`config.mk`:
```
export PLATFORM = sky130hd
export DESIGN_NAME = ahb_spi_fifo_master
export DESIGN_NICKNAME = d
export VERILOG_FILES = /design/src/rtl/ahb_spi_fifo_master_pkg.sv /design/src/rtl/spi_shift_engine.sv /design/src/rtl/ahb_spi_fifo_master.sv
export SDC_FILE = /design/constraint.sdc
export NUM_CORES = 1
export LEC_CHECK = 0
export BUFFER_PORTS_ARGS = -buffer_cell sky130_fd_sc_hd__buf_2
export CAP_MARGIN = 15
export CORE_MARGIN = 2
export CORE_UTILIZATION = 50
export CTS_CLUSTER_SIZE = 12
export DETAILED_ROUTE_END_ITERATION = 16
export PLACE_DENSITY = 0.7
export SLEW_MARGIN = 20
export SYNTH_ARGS = -nofsm -noshare
export SYNTH_HDL_FRONTEND = slang
export SYNTH_SLANG_ARGS = --single-unit
```
`constraint.sdc`:
```
create_clock -name HCLK -period 4.1 [get_ports HCLK]
set_clock_uncertainty 0.05 [all_clocks]
set_input_delay 0.615 -clock HCLK [delete_from_list [all_inputs] [get_ports HCLK]]
set_output_delay 0.615 -clock HCLK [all_outputs]
set_load 0.02 [all_outputs]
```
`src/rtl/ahb_spi_fifo_master_pkg.sv`:
```
// Shared definitions for the AHB SPI FIFO master: register map, bit indices, engine states.
package ahb_spi_fifo_master_pkg;

    // Register offsets (HADDR[7:0])
    localparam logic [7:0] AddrCtrl    = 8'h00;
    localparam logic [7:0] AddrStatus  = 8'h04;
    localparam logic [7:0] AddrSs      = 8'h08;
    localparam logic [7:0] AddrTxData  = 8'h0C;
    localparam logic [7:0] AddrRxData  = 8'h10;
    localparam logic [7:0] AddrIrqMask = 8'h14;

    // CTRL bit indices
    localparam int unsigned CtrlEn     = 0;
    localparam int unsigned CtrlCpol   = 1;
    localparam int unsigned CtrlCpha   = 2;
    localparam int unsigned CtrlSsHigh = 3;
    localparam int unsigned CtrlDivLsb = 8;

    // STATUS bit indices
    localparam int unsigned StatBusy    = 0;
    localparam int unsigned StatTxFull  = 1;
    localparam int unsigned StatTxEmpty = 2;
    localparam int unsigned StatRxFull  = 3;
    localparam int unsigned StatRxEmpty = 4;
    localparam int unsigned StatRxOvf   = 5;
    localparam int unsigned StatTxOvf   = 6;

    // IRQ source indices
    localparam int unsigned IrqRxNotEmpty = 0;
    localparam int unsigned IrqTxEmpty    = 1;
    localparam int unsigned IrqRxOvf      = 2;
    localparam int unsigned IrqTxOvf      = 3;

    typedef enum logic [1:0] {StIdle, StLoad, StShift, StDone} spi_state_e;

endpackage

```
`src/rtl/spi_shift_engine.sv`:
```
// SPI byte engine: FSM, SCLK divider, MSB-first shift registers, CPOL/CPHA handling.
// Pops one TX byte in LOAD and pushes the received byte in DONE.
module spi_shift_engine
    import ahb_spi_fifo_master_pkg::*;
#(
    parameter int unsigned DIV_WIDTH = 8
) (
    input  logic                 clk_i,
    input  logic                 rst_ni,
    input  logic                 en_i,
    input  logic                 cpol_i,
    input  logic                 cpha_i,
    input  logic [DIV_WIDTH-1:0] clkdiv_i,
    input  logic                 tx_empty_i,
    input  logic [7:0]           tx_data_i,
    input  logic                 miso_i,
    output logic                 tx_pop_o,
    output logic                 rx_push_o,
    output logic [7:0]           rx_data_o,
    output logic                 active_o,
    output logic                 sclk_o,
    output logic                 mosi_o
);

    spi_state_e           state_q, state_d;
    logic [DIV_WIDTH-1:0] div_q, div_d, clkdiv_q, clkdiv_d;
    logic [3:0]           half_q, half_d;
    logic                 cpol_q, cpol_d, cpha_q, cpha_d;
    logic [7:0]           tx_sr_q, tx_sr_d, rx_sr_q, rx_sr_d;
    logic                 sclk_q, sclk_d, mosi_q, mosi_d;
    logic                 sample;

    // State and datapath registers
    always_ff @(posedge clk_i) begin
        if (!rst_ni) begin
            state_q  <= StIdle;
            div_q    <= '0;
            clkdiv_q <= '0;
            half_q   <= '0;
            cpol_q   <= 1'b0;
            cpha_q   <= 1'b0;
            tx_sr_q  <= '0;
            rx_sr_q  <= '0;
            sclk_q   <= 1'b0;
            mosi_q   <= 1'b0;
        end else begin
            state_q  <= state_d;
            div_q    <= div_d;
            clkdiv_q <= clkdiv_d;
            half_q   <= half_d;
            cpol_q   <= cpol_d;
            cpha_q   <= cpha_d;
            tx_sr_q  <= tx_sr_d;
            rx_sr_q  <= rx_sr_d;
            sclk_q   <= sclk_d;
            mosi_q   <= mosi_d;
        end
    end

    // Next-state, divider and edge actions
    always_comb begin
        state_d   = state_q;
        div_d     = div_q;
        clkdiv_d  = clkdiv_q;
        half_d    = half_q;
        cpol_d    = cpol_q;
        cpha_d    = cpha_q;
        tx_sr_d   = tx_sr_q;
        rx_sr_d   = rx_sr_q;
        sclk_d    = sclk_q;
        mosi_d    = mosi_q;
        tx_pop_o  = 1'b0;
        rx_push_o = 1'b0;
        // Even half index ends on a leading edge; CPHA flips which edge samples.
        sample    = ~half_q[0] ^ cpha_q;
        unique case (state_q)
            StIdle: begin
                sclk_d = cpol_i;
                if (en_i && !tx_empty_i) state_d = StLoad;
            end
            StLoad: begin
                tx_pop_o = 1'b1;
                cpol_d   = cpol_i;
                cpha_d   = cpha_i;
                clkdiv_d = clkdiv_i;
                sclk_d   = cpol_i;
                div_d    = '0;
                half_d   = '0;
                if (!cpha_i) begin
                    mosi_d  = tx_data_i[7];
                    tx_sr_d = {tx_data_i[6:0], 1'b0};
                end else begin
                    tx_sr_d = tx_data_i;
                end
                state_d = StShift;
            end
            StShift: begin
                if (div_q == clkdiv_q) begin
                    div_d  = '0;
                    sclk_d = ~sclk_q;
                    half_d = half_q + 4'd1;
                    if (sample) begin
                        rx_sr_d = {rx_sr_q[6:0], miso_i};
                    end else begin
                        mosi_d  = tx_sr_q[7];
                        tx_sr_d = {tx_sr_q[6:0], 1'b0};
                    end
                    if (half_q == 4'd15) state_d = StDone;
                end else begin
                    div_d = div_q + DIV_WIDTH'(1);
                end
            end
            StDone: begin
                rx_push_o = 1'b1;
                state_d   = (en_i && !tx_empty_i) ? StLoad : StIdle;
            end
            default: state_d = StIdle;
        endcase
    end

    assign rx_data_o = rx_sr_q;
    assign active_o  = (state_q != StIdle);
    assign sclk_o    = sclk_q;
    assign mosi_o    = mosi_q;

endmodule

```
`src/rtl/ahb_spi_fifo_master.sv`:
```
// AHB-Lite SPI master with TX/RX byte FIFOs, programmable SCLK divider and SS vector.
// Optional interrupt output and IRQ_MASK register when AHB_SPI_IRQ_EN is defined.
module ahb_spi_fifo_master
    import ahb_spi_fifo_master_pkg::*;
#(
    parameter int unsigned SS_WIDTH   = 8,
    parameter int unsigned FIFO_DEPTH = 8,
    parameter int unsigned DIV_WIDTH  = 8
) (
    input  logic                HCLK,
    input  logic                HRESETn,
    input  logic                HSEL,
    input  logic                HREADY,
    input  logic                HWRITE,
    input  logic [31:0]         HADDR,
    input  logic [2:0]          HSIZE,
    input  logic [1:0]          HTRANS,
    input  logic [31:0]         HWDATA,
    output logic [31:0]         HRDATA,
    output logic                HREADYOUT,
    input  logic                SPI_MISO_i,
    output logic                SPI_MOSI_o,
    output logic                SPI_CLK_o,
    output logic [SS_WIDTH-1:0] SPI_SS_o
`ifdef AHB_SPI_IRQ_EN
    ,
    output logic                IRQ_o
`endif
);

    localparam int unsigned AW = $clog2(FIFO_DEPTH);
    localparam int unsigned PW = AW + 1;

    logic [7:0]           addr_q;
    logic                 wr_q, rd_q;
    logic                 en_q, cpol_q, cpha_q, ssh_q;
    logic [DIV_WIDTH-1:0] div_q;
    logic [SS_WIDTH-1:0]  ss_q;
    logic                 tx_ovf_q, tx_ovf_d, rx_ovf_q, rx_ovf_d;
    logic [PW-1:0]        tx_wptr_q, tx_wptr_d, tx_rptr_q, tx_rptr_d;
    logic [PW-1:0]        rx_wptr_q, rx_wptr_d, rx_rptr_q, rx_rptr_d;
    logic [7:0]           tx_mem_q [FIFO_DEPTH];
    logic [7:0]           rx_mem_q [FIFO_DEPTH];
    logic [PW-1:0]        tx_level, rx_level;
    logic                 tx_empty, tx_full, rx_empty, rx_full;
    logic                 tx_push_req, tx_push, tx_pop, rx_push, rx_pop;
    logic                 eng_tx_pop, eng_rx_push, eng_active, busy;
    logic [7:0]           eng_rx_data;
    logic [31:0]          rdata;
    logic                 unused_bits;

    assign unused_bits = ^{HSIZE, HADDR[31:8], HTRANS[0], HWDATA};

    assign tx_level = tx_wptr_q - tx_rptr_q;
    assign rx_level = rx_wptr_q - rx_rptr_q;
    assign tx_empty = (tx_wptr_q == tx_rptr_q);
    assign rx_empty = (rx_wptr_q == rx_rptr_q);
    assign tx_full  = (tx_wptr_q[PW-1] != tx_rptr_q[PW-1]) &&
                      (tx_wptr_q[AW-1:0] == tx_rptr_q[AW-1:0]);
    assign rx_full  = (rx_wptr_q[PW-1] != rx_rptr_q[PW-1]) &&
                      (rx_wptr_q[AW-1:0] == rx_rptr_q[AW-1:0]);

    assign tx_push_req = wr_q && (addr_q == AddrTxData);
    assign tx_push     = tx_push_req && !tx_full;
    assign tx_pop      = eng_tx_pop && !tx_empty;
    assign rx_push     = eng_rx_push && !rx_full;
    assign rx_pop      = rd_q && (addr_q == AddrRxData) && !rx_empty;
    assign busy        = eng_active || (en_q && !tx_empty);

    // FIFO pointers and sticky overflow flags; a set in the same cycle beats a W1C clear
    always_comb begin
        tx_wptr_d = tx_wptr_q + PW'(tx_push);
        tx_rptr_d = tx_rptr_q + PW'(tx_pop);
        rx_wptr_d = rx_wptr_q + PW'(rx_push);
        rx_rptr_d = rx_rptr_q + PW'(rx_pop);
        tx_ovf_d  = tx_ovf_q;
        rx_ovf_d  = rx_ovf_q;
        if (wr_q && (addr_q == AddrStatus)) begin
            if (HWDATA[StatTxOvf]) tx_ovf_d = 1'b0;
            if (HWDATA[StatRxOvf]) rx_ovf_d = 1'b0;
        end
        if (tx_push_req && tx_full) tx_ovf_d = 1'b1;
        if (eng_rx_push && rx_full) rx_ovf_d = 1'b1;
    end

    // Address phase capture, control registers and FIFO state
    always_ff @(posedge HCLK) begin
        if (!HRESETn) begin
            addr_q    <= '0;
            wr_q      <= 1'b0;
            rd_q      <= 1'b0;
            en_q      <= 1'b0;
            cpol_q    <= 1'b0;
            cpha_q    <= 1'b0;
            ssh_q     <= 1'b0;
            div_q     <= '0;
            ss_q      <= '0;
            tx_ovf_q  <= 1'b0;
            rx_ovf_q  <= 1'b0;
            tx_wptr_q <= '0;
            tx_rptr_q <= '0;
            rx_wptr_q <= '0;
            rx_rptr_q <= '0;
        end else begin
            addr_q    <= HREADY ? HADDR[7:0] : addr_q;
            wr_q      <= HREADY && HSEL && HTRANS[1] && HWRITE;
            rd_q      <= HREADY && HSEL && HTRANS[1] && !HWRITE;
            tx_ovf_q  <= tx_ovf_d;
            rx_ovf_q  <= rx_ovf_d;
            tx_wptr_q <= tx_wptr_d;
            tx_rptr_q <= tx_rptr_d;
            rx_wptr_q <= rx_wptr_d;
            rx_rptr_q <= rx_rptr_d;
            if (wr_q && (addr_q == AddrCtrl)) begin
                en_q   <= HWDATA[CtrlEn];
                cpol_q <= HWDATA[CtrlCpol];
                cpha_q <= HWDATA[CtrlCpha];
                ssh_q  <= HWDATA[CtrlSsHigh];
                div_q  <= HWDATA[CtrlDivLsb +: DIV_WIDTH];
            end
            if (wr_q && (addr_q == AddrSs)) ss_q <= HWDATA[SS_WIDTH-1:0];
        end
    end

    // FIFO storage; contents are don't-care while the pointers say empty
    always_ff @(posedge HCLK) begin
        if (tx_push) tx_mem_q[tx_wptr_q[AW-1:0]] <= HWDATA[7:0];
        if (rx_push) rx_mem_q[rx_wptr_q[AW-1:0]] <= eng_rx_data;
    end

`ifdef AHB_SPI_IRQ_EN
    logic [3:0] irq_mask_q, irq_src;
    logic       irq_q;

    assign irq_src[IrqRxNotEmpty] = !rx_empty;
    assign irq_src[IrqTxEmpty]    = tx_empty;
    assign irq_src[IrqRxOvf]      = rx_ovf_q;
    assign irq_src[IrqTxOvf]      = tx_ovf_q;

    // Interrupt mask register and registered interrupt output
    always_ff @(posedge HCLK) begin
        if (!HRESETn) begin
            irq_mask_q <= '0;
            irq_q      <= 1'b0;
        end else begin
            if (wr_q && (addr_q == AddrIrqMask)) irq_mask_q <= HWDATA[3:0];
            irq_q <= |(irq_mask_q & irq_src);
        end
    end

    assign IRQ_o = irq_q;
`endif

    // Read data mux for the data phase
    always_comb begin
        rdata = '0;
        if (rd_q) begin
            case (addr_q)
                AddrCtrl: begin
                    rdata[CtrlEn]                  = en_q;
                    rdata[CtrlCpol]                = cpol_q;
                    rdata[CtrlCpha]                = cpha_q;
                    rdata[CtrlSsHigh]              = ssh_q;
                    rdata[CtrlDivLsb +: DIV_WIDTH] = div_q;
                end
                AddrStatus: begin
                    rdata[StatBusy]    = busy;
                    rdata[StatTxFull]  = tx_full;
                    rdata[StatTxEmpty] = tx_empty;
                    rdata[StatRxFull]  = rx_full;
                    rdata[StatRxEmpty] = rx_empty;
                    rdata[StatRxOvf]   = rx_ovf_q;
                    rdata[StatTxOvf]   = tx_ovf_q;
                    rdata[15:8]        = 8'(tx_level);
                    rdata[23:16]       = 8'(rx_level);
                end
                AddrSs: rdata = 32'(ss_q);
                AddrRxData: begin
                    if (!rx_empty) rdata[7:0] = rx_mem_q[rx_rptr_q[AW-1:0]];
                end
`ifdef AHB_SPI_IRQ_EN
                AddrIrqMask: rdata[3:0] = irq_mask_q;
`endif
                default: rdata = '0;
            endcase
        end
    end

    assign HRDATA    = rdata;
    assign HREADYOUT = 1'b1;
    assign SPI_SS_o  = ssh_q ? ss_q : ~ss_q;

    spi_shift_engine #(
        .DIV_WIDTH(DIV_WIDTH)
    ) u_engine (
        .clk_i     (HCLK),
        .rst_ni    (HRESETn),
        .en_i      (en_q),
        .cpol_i    (cpol_q),
        .cpha_i    (cpha_q),
        .clkdiv_i  (div_q),
        .tx_empty_i(tx_empty),
        .tx_data_i (tx_mem_q[tx_rptr_q[AW-1:0]]),
        .miso_i    (SPI_MISO_i),
        .tx_pop_o  (eng_tx_pop),
        .rx_push_o (eng_rx_push),
        .rx_data_o (eng_rx_data),
        .active_o  (eng_active),
        .sclk_o    (SPI_CLK_o),
        .mosi_o    (SPI_MOSI_o)
    );

endmodule

```
* Word-level counts from Yosys, hierarchy flattened *
Memories as Yosys holds them, arrays and structs flattened. A register that Yosys moved wholly into a read port is not among the register bits.
Index checks and enable logic that the tools add are counted.

operators by class
  reductions and logical operators = 42
  equal/unequal tests = 20
  mux-type cells = 41
  add/sub/neg operators = 8
  bitwise gates (word level) = 4

operator list
  kind                                            count
  2-to-1 mux 8 bit                                6
  case mux 8 bit (2 select lines)                 3
  2-to-1 mux 20 bit                               1
  logical AND 1 bit                               18
  2-to-1 mux 1 bit                                17
  adder 4 x 1 -> 4 bit                            4
  == test 8 x 4 -> 1 bit (second input constant)  2
  case mux 4 bit (4 select lines)                 1
  nonzero test 2 bit                              7
  case mux 3 bit (3 select lines)                 1
  AND reduction 3 bit                             3
  adder 8 x 1 -> 8 bit (second input constant)    1
  == test 4 bit                                   2
  == test 8 x 3 -> 1 bit (second input constant)  1
  == test 8 x 5 -> 1 bit (second input constant)  1
  == test 8 bit                                   1
  logical NOT 8 bit                               1
  2-to-1 mux 4 bit                                2
  inverter 8 bit                                  1
  case mux 2 bit (4 select lines)                 1
  case mux 4 bit (2 select lines)                 1
  AND reduction 2 bit                             4
  subtractor 4 bit                                2
  == test 3 bit                                   2
  17 further kinds                                32

word-level totals
  output and inout port bits = 43
  logic and storage cells = 141
  bits of input ports = 75
  memories = 2
  bits in writable memories = 128
  bits in registers = 89

memory list
  name      words  bits a word  rd ports  clocked after Yosys merged registers in  write ports  line                       source
  rx_mem_q  8      8            1         1                                        1            ahb_spi_fifo_master.sv:43  logic [7:0] rx_mem_q [FIFO_DEPTH];
  tx_mem_q  8      8            1         1                                        1            ahb_spi_fifo_master.sv:42  logic [7:0] tx_mem_q [FIFO_DEPTH];

* Depth between registers and ports, before layout *
Gate-level depths: netlist of the first run.

  depth in word-level cells = 6
  depth in mapped cells = 13
  depth with buffers taken out = 10

* Modules after synthesis *
From an unflattened synthesis of the first run, not the netlist that was laid out.

second synthesis, totals
  cell total of the unflattened synthesis = 750
  area, all modules = 9525.4 µm²

by module, submodules not included
  module               area each (µm²)  times used  seq. area each (µm²)  cells an instance
  ahb_spi_fifo_master  7473.4           1           4804.6                526
  spi_shift_engine     2052.0           1           820.8                 224

* Worst setup path after synthesis of the first run *
Ideal clock, no wire load.

  path type = reg2out
  start point = register rx_rptr_q[1]
  end point = output HRDATA[1]
  data arrival time = 2.652 ns
  slack = 0.783 ns
  cell stages (with the launch flop) = 11
  data required time = 3.435 ns
  path buffers = 3
  cell sequence = dfxtp_1 clkbuf_1 clkbuf_1 inv_1 ha_1 nand3_1 nor2_1 or4_1 buf_2 or2_1 a21oi_1

between the ends
  word-level cells in the longest chain between the ends = 4

RTL lines
  item                             line                        source
  start: declaration               ahb_spi_fifo_master.sv:41   logic [PW-1:0] rx_wptr_q, rx_wptr_d, rx_rptr_q, rx_rptr_d;
  start signal: assignment         ahb_spi_fifo_master.sv:113  rx_rptr_q <= rx_rptr_d;
  == test 4 bit                    ahb_spi_fifo_master.sv:57   assign rx_empty = (rx_wptr_q == rx_rptr_q);
  2-to-1 mux 8 bit                 ahb_spi_fifo_master.sv:179  if (!rx_empty) rdata[7:0] = rx_mem_q[rx_rptr_q[AW-1:0]];
  case mux 4 bit (4 select lines)  ahb_spi_fifo_master.sv:158  case (addr_q)
  2-to-1 mux 20 bit                ahb_spi_fifo_master.sv:157  if (rd_q) begin
  end: declaration                 ahb_spi_fifo_master.sv:19   output logic [31:0] HRDATA,

Every way passes these cells.

* Final worst setup path of the first run *
  start point = register rx_rptr_q[2]
  end point = output HRDATA[1]

The elaborated chain is that of the path after synthesis.

==> results of run 1 <==
-- final timing paths --
check	startpoint	to	slack, ns	cells past startpoint
min	HWRITE	rd_q	0.25	2
min reg2reg	u_engine.mosi_o	u_engine.mosi_o	0.42	2
max	rx_rptr_q[2]	HRDATA[1]	0.47	8
max reg2reg	tx_rptr_q[1]	tx_mem_q[4][3]	1.11	8
-- Yosys cell counts, drive strengths merged (5+ instances only) --
cell / n
clkbuf: 22
nand2b: 7
dfxtp: 89
nor3: 10
nand4: 8
xor2: 8
buf: 23
and2: 19
a21oi: 32
mux4: 32
a21o: 5
nand2: 59
nand3: 15
o221ai: 7
o21ai: 9
ha: 21
xnor2: 29
nor2: 74
edfxtp: 128
a22o: 8
inv: 19
mux2i: 52
or2: 5
o22ai: 6
-- critical path: cells and delay by family, from the launching register on --
kind | cells | cell delay (ns)
AO/OA/AOI/OAI | 1 | 0.16
adder cells (fa/ha/maj) | 1 | 0.36
buffers and inverters | 2 | 0.35
flip-flops | 1 | 0.40
AND/OR/NAND/NOR | 4 | 1.17
-- where the power goes --
| group | internal (mW) | leakage [nW] | switching [mW] |
|---|---|---|---|
| Sequential | 2.34 | 1.89 | 0.0370 |
| Clock | 1.07 | 0.336 | 0.806 |
| Combinational | 0.127 | 1.68 | 0.226 |
-- metal layers --
layer,track usage [%],wire (um),share of wire (%),up-vias
li1,-,-,-,2756
met1,27.9,8700,43,2993
met3,2.85,1050,5.1,42
met2,35.5,10200,50,198
met4,6.00,465,2.3,0
met5,0,0,0,-
-- final cells by class --
type	count	area, um2	share of cell area, %
diodes	1	2.50	0.0237
clock buffers	34	637	6.04
clock inverters	7	38.8	0.368
inverters	20	75.1	0.712
multi-input cells	455	3490	33.1
flip-flops and latches	217	5630	53.4
well taps	234	293	2.78
repair buffers	70	375	3.56
-- sequential cells by signal (all words and copies together), names as in the netlist, 2 cells and up --
name	flops
u_engine.tx_sr_q	8
u_engine.rx_data_o	8
u_engine.clkdiv_q	8
u_engine.state_q	2
rx_wptr_q	4
u_engine.half_q	4
addr_q	8
rx_rptr_q	4
rx_mem_q	64
u_engine.div_q	8
tx_rptr_q	4
ss_q	8
tx_wptr_q	4
tx_mem_q	64
div_q	8
-- kinds of logic after synthesis --
logic type	count (synthesis)
compound gates	87
xor+xnor	37
fa+ha+maj	23
buf+inv	65
flops	217
mux	84
other cells	2
simple gates	211
==> run_results.csv, run 1 <==
group,metric,value,unit
logic_synthesis,synth_top_family_by_area,"multiplexers",
final_layout,final_area,10500,um2
global_route,grt_usage,20.7,%
clock_tree,post_cts_buffers,0,
placement,placed_cell_area,9860,um2
final_layout,area_growth,12.4,%
logic_synthesis,ys_types,49,
sta,fmax,0.276,GHz
final_layout,layout.cells.non_filler,1038,
final_layout,fillCellCount,1466,
floorplan,die_area,19900,um2
clock_tree,cts_resized,0,
sta,holdWs,0.251,ns
placement,dpl.cell_count,996,
logic_synthesis,synthAdderAreaFrac,3.23,%
global_route,grt_max_degree,35,
worst_setup_path,cp_slowest_cell,"or4_1",
clock_tree,clock_sinks,217,
logic_synthesis,postSynthAreaPerCell,12.9,um2
detailed_routing,dr.pass1.iters,5,
logic_synthesis,synth_top_cell_by_area,"edfxtp_1",
global_route,overflow,0,
logic_synthesis,synth_edf_count,128,
floorplan,initial_utilization,50.5,%
clock_tree,htreeDepth,1,
detailed_routing,postRouteAntennaNets,0,
detailed_routing,wl_per_cell,19.7,um
detailed_routing,drtIter0Drc,551,
detailed_routing,drt_wl_total,20400,um
sta,setup_viol,0,
logic_synthesis,synth-simple-area-share,10.6,%
logic_synthesis,yosys-top-cells-area,"edfxtp_1 (41%), dfxtp_1 (19%), mux4_2 (7.7%), mux2i_1 (5.6%), nor2_1 (3.0%)",
clock_tree,cts_buffers,23,
clock_tree,cts_buffer_depth,3,
power,power.total,4.61,mW
logic_synthesis,synthCells,726,
worst_setup_path,max_stage_delay,0.62,ns
logic_synthesis,ys.flop_type,"edfxtp_1",
worst_setup_path,path_cells,"inv_2 -> ha_1 -> nand3_1 -> nor2_1 -> or4_1 -> or2_1 -> a21oi_1 -> buf_2",
worst_setup_path,cp-end-kind,"primary output",
sta,final_hold_viol_count,0,
sta,rsz0062_at_grt,"false",
clock_tree,cts_tree,"yes",
sta,fin_setup_tns,0,ns
sta,worstMarginPinSlew,0.978,ns
sta,drv_slew,0,
worst_setup_path,start_kind,"flip-flop",
global_route,grt_pass1_vias,5943,
final_layout,drive_above_1_share,18.2,%
clock_tree,root_buffer,"clkbuf_16",
logic_synthesis,synth-compound-area-share,6.18,%
clock_tree,clk_transition_reported_paths,0.06,ns
floorplan,core,18600,um2
clock_tree,holdBufCountCts,0,
detailed_routing,vias_per_cell,5.77,
placement,dp_hpwl,14000,um
final_layout,layout_common_cells,"edfxtp_1 (128), dfxtp_1 (89), nor2_1 (74)",
logic_synthesis,synth_xor_area_share,3.46,%
detailed_routing,vias,5989,
sta,fin_ws,0.471,ns
power,peakVddDrop,0.000317,V
placement,io_buffers,60,
logic_synthesis,syn-cell-area,9380,um2
logic_synthesis,async_reset_ff_share,0,%
worst_setup_path,cp_max_fo,9,
final_layout,postLayoutCoreUtil,56.7,%
logic_synthesis,synthMuxAreaShare,13.2,%
logic_synthesis,ys_seq_area_share,60.0,%
placement,routabilityCongestion,0.820,
worst_setup_path,cp.required,3.43,ns
logic_synthesis,synth_seq_cells,217,
power,p_per_area,437,nW/um2
power,leakage,3.90,nW
global_route,grt_pass1_wl,32200,um
run_status,status,"complete, no violations",
floorplan,rows,50,
run,drv_cap,0,
global_route,grt_antenna_before_repair,1,
logic_synthesis,yosysWarningCount,0,
detailed_routing,drcViolationCount,0,
final_layout,mostFrequentLayoutCell,"edfxtp_1",
sta,post-route-min-period,3.63,ns
sta,fin_crit_sh,88.5,%
sta,relSlewSlack,34.6,%
clock_tree,clkLatencyLatePin,0.51,ns
floorplan,die_w,141,um
worst_setup_path,crit_arrival,2.96,ns
floorplan,die_y,141,um
final_layout,final_nets,885,
hold_path,hold_path.class,"in -> reg",
logic_synthesis,synth_top_area_share,41.0,%
worst_setup_path,crit_type,"reg -> out",
floorplan,io_pins,118,
placement,place_ws,1.01,ns
(Power assumes the default switching activity.)
==> run 2, diff against run 1 <==
Settings changed: CAP_MARGIN 15 to 20, CELL_PAD_IN_SITES_DETAIL_PLACEMENT from default to 1, CELL_PAD_IN_SITES_GLOBAL_PLACEMENT from default to 1, PLACE_DENSITY 0.7 to default, PLACE_DENSITY_LB_ADDON from default to 0.1.
Clock period 4.1 ns to 4.5 ns, I/O delays scaled along.
==> run_results.csv, run 2 (synthesis gave the netlist of run 1 again) <==
group,metric,value,unit
run_status,status,"complete, no violations",
detailed_routing,drcViolationCount,0,
final_layout,final_area,10500,um2
clock_tree,cts_buffer_depth,3,
clock_tree,cts_resized,0,
worst_setup_path,max_stage_delay,0.60,ns
run,drv_cap,0,
sta,rsz0062_at_grt,"false",
global_route,grt_pass1_wl,35100,um
sta,fin_crit_sh,84.7,%
power,leakage,3.90,nW
detailed_routing,postRouteAntennaNets,0,
power,power.total,4.23,mW
sta,holdWs,0.280,ns
detailed_routing,vias,5922,
final_layout,layout.cells.non_filler,1037,
floorplan,rows,50,
hold_path,hold_path.class,"in -> reg",
global_route,grt_max_degree,34,
clock_tree,post_cts_buffers,0,
worst_setup_path,cp_max_fo,19,
placement,io_buffers,60,
global_route,grt_antenna_before_repair,0,
final_layout,mostFrequentLayoutCell,"edfxtp_1",
worst_setup_path,cp-end-kind,"primary output",
floorplan,die_y,141,um
worst_setup_path,crit_family,"simple AND/OR/NAND/NOR gates",
sta,fin_setup_tns,0,ns
placement,routabilityCongestion,0.777,
floorplan,die_w,141,um
final_layout,antenna_cells,0,
global_route,grt_usage,22.9,%
final_layout,drive_above_1_share,18.1,%
sta,worstMarginPinSlew,0.972,ns
floorplan,io_pins,118,
clock_tree,clock_sinks,217,
final_layout,postLayoutCoreUtil,56.7,%
detailed_routing,drtIter0Drc,322,
worst_setup_path,cp_slowest_cell,"or4_1",
final_layout,area_growth,12.4,%
sta,final_hold_viol_count,0,
final_layout,final_nets,886,
detailed_routing,drt_wl_total,22300,um
power,p_per_area,401,nW/um2
detailed_routing,dr.pass1.iters,5,
sta,fin_ws,0.691,ns
sta,relSlewSlack,35.0,%
placement,place_ws,1.19,ns
final_layout,layout_common_cells,"edfxtp_1 (128), dfxtp_1 (89), nor2_1 (74)",
clock_tree,cts_buffers,23,
clock_tree,root_buffer,"clkbuf_16",
worst_setup_path,cp.required,3.77,ns
clock_tree,htreeDepth,1,
detailed_routing,wl_per_cell,21.5,um
floorplan,die_area,19900,um2
clock_tree,cts_tree,"yes",
power,peakVddDrop,0.000306,V
sta,setup_viol,0,
floorplan,initial_utilization,50.5,%
clock_tree,clkLatencyLatePin,0.51,ns
detailed_routing,vias_per_cell,5.71,
sta,drv_slew,0,
global_route,overflow,0,
worst_setup_path,crit_buf_inv,3,
sta,post-route-min-period,3.81,ns
global_route,grt_pass1_vias,6289,
worst_setup_path,path_cells,"buf_4 -> inv_1 -> ha_1 -> nand3_1 -> nor2_1 -> or4_1 -> or2_1 -> a21oi_1 -> buf_2",
floorplan,core,18600,um2
placement,dp_hpwl,15200,um
placement,dpl.cell_count,997,
sta,fmax,0.263,GHz
worst_setup_path,crit_type,"reg -> out",
placement,placed_cell_area,9870,um2
clock_tree,holdBufCountCts,0,
worst_setup_path,crit_arrival,3.08,ns
clock_tree,clk_transition_reported_paths,0.06,ns
worst_setup_path,start_kind,"flip-flop",
==> run 2: cell types whose count changed in the layout (fill, tap and decap cells not counted), sizes merged <==
cell    before  now
buf         70   71
clkbuf      34   36
clkinv       7    5
diode        1    0
inv         20   19
==> run 2: where the power goes <==
part	switching [mW]	internal (mW)	total, mW
logic	0.213	0.116	0.330
registers	0.0348	2.13	2.16
clock network	0.742	0.994	1.74
==> run 2: worst register-to-register path, cell delays in order (launching register included) <==
cell	delay [ns]
dfxtp_1	0.31
buf_4	0.28
inv_1	0.14
ha_1	0.32
nand3_1	0.17
nor2_1	0.12
nor4_4	0.31
nand2_1	0.19
nor2_1	0.69
==> run 2: area by class of cell <==
class | instances | area, um2
clock inverter | 4 | 18.8
multi-input combinational | 455 | 3490
inverter | 20 | 75.1
fill | 1883 | 8040
timing repair buffer | 71 | 383
clock buffer | 36 | 656
tap | 234 | 293
sequential | 217 | 5630
==> run 2: metal layers <==
layer | share of wire [%] | track usage, %
met2 | 51 | 40.3
met3 | 4.0 | 3.70
met4 | 2.1 | 5.89
met5 | 0 | 0
met1 | 43 | 29.7
==> run 2: final timing paths <==
path	start	endpoint	cells after the start	slack, ns
hold reg to reg	div_q[2]	div_q[2]	2	0.43
setup / recovery	rx_rptr_q[1]	HRDATA[1]	9	0.69
setup reg to reg	tx_rptr_q[1]	tx_mem_q[2][7]	8	1.53
hold / removal	HWRITE	rd_q	2	0.28
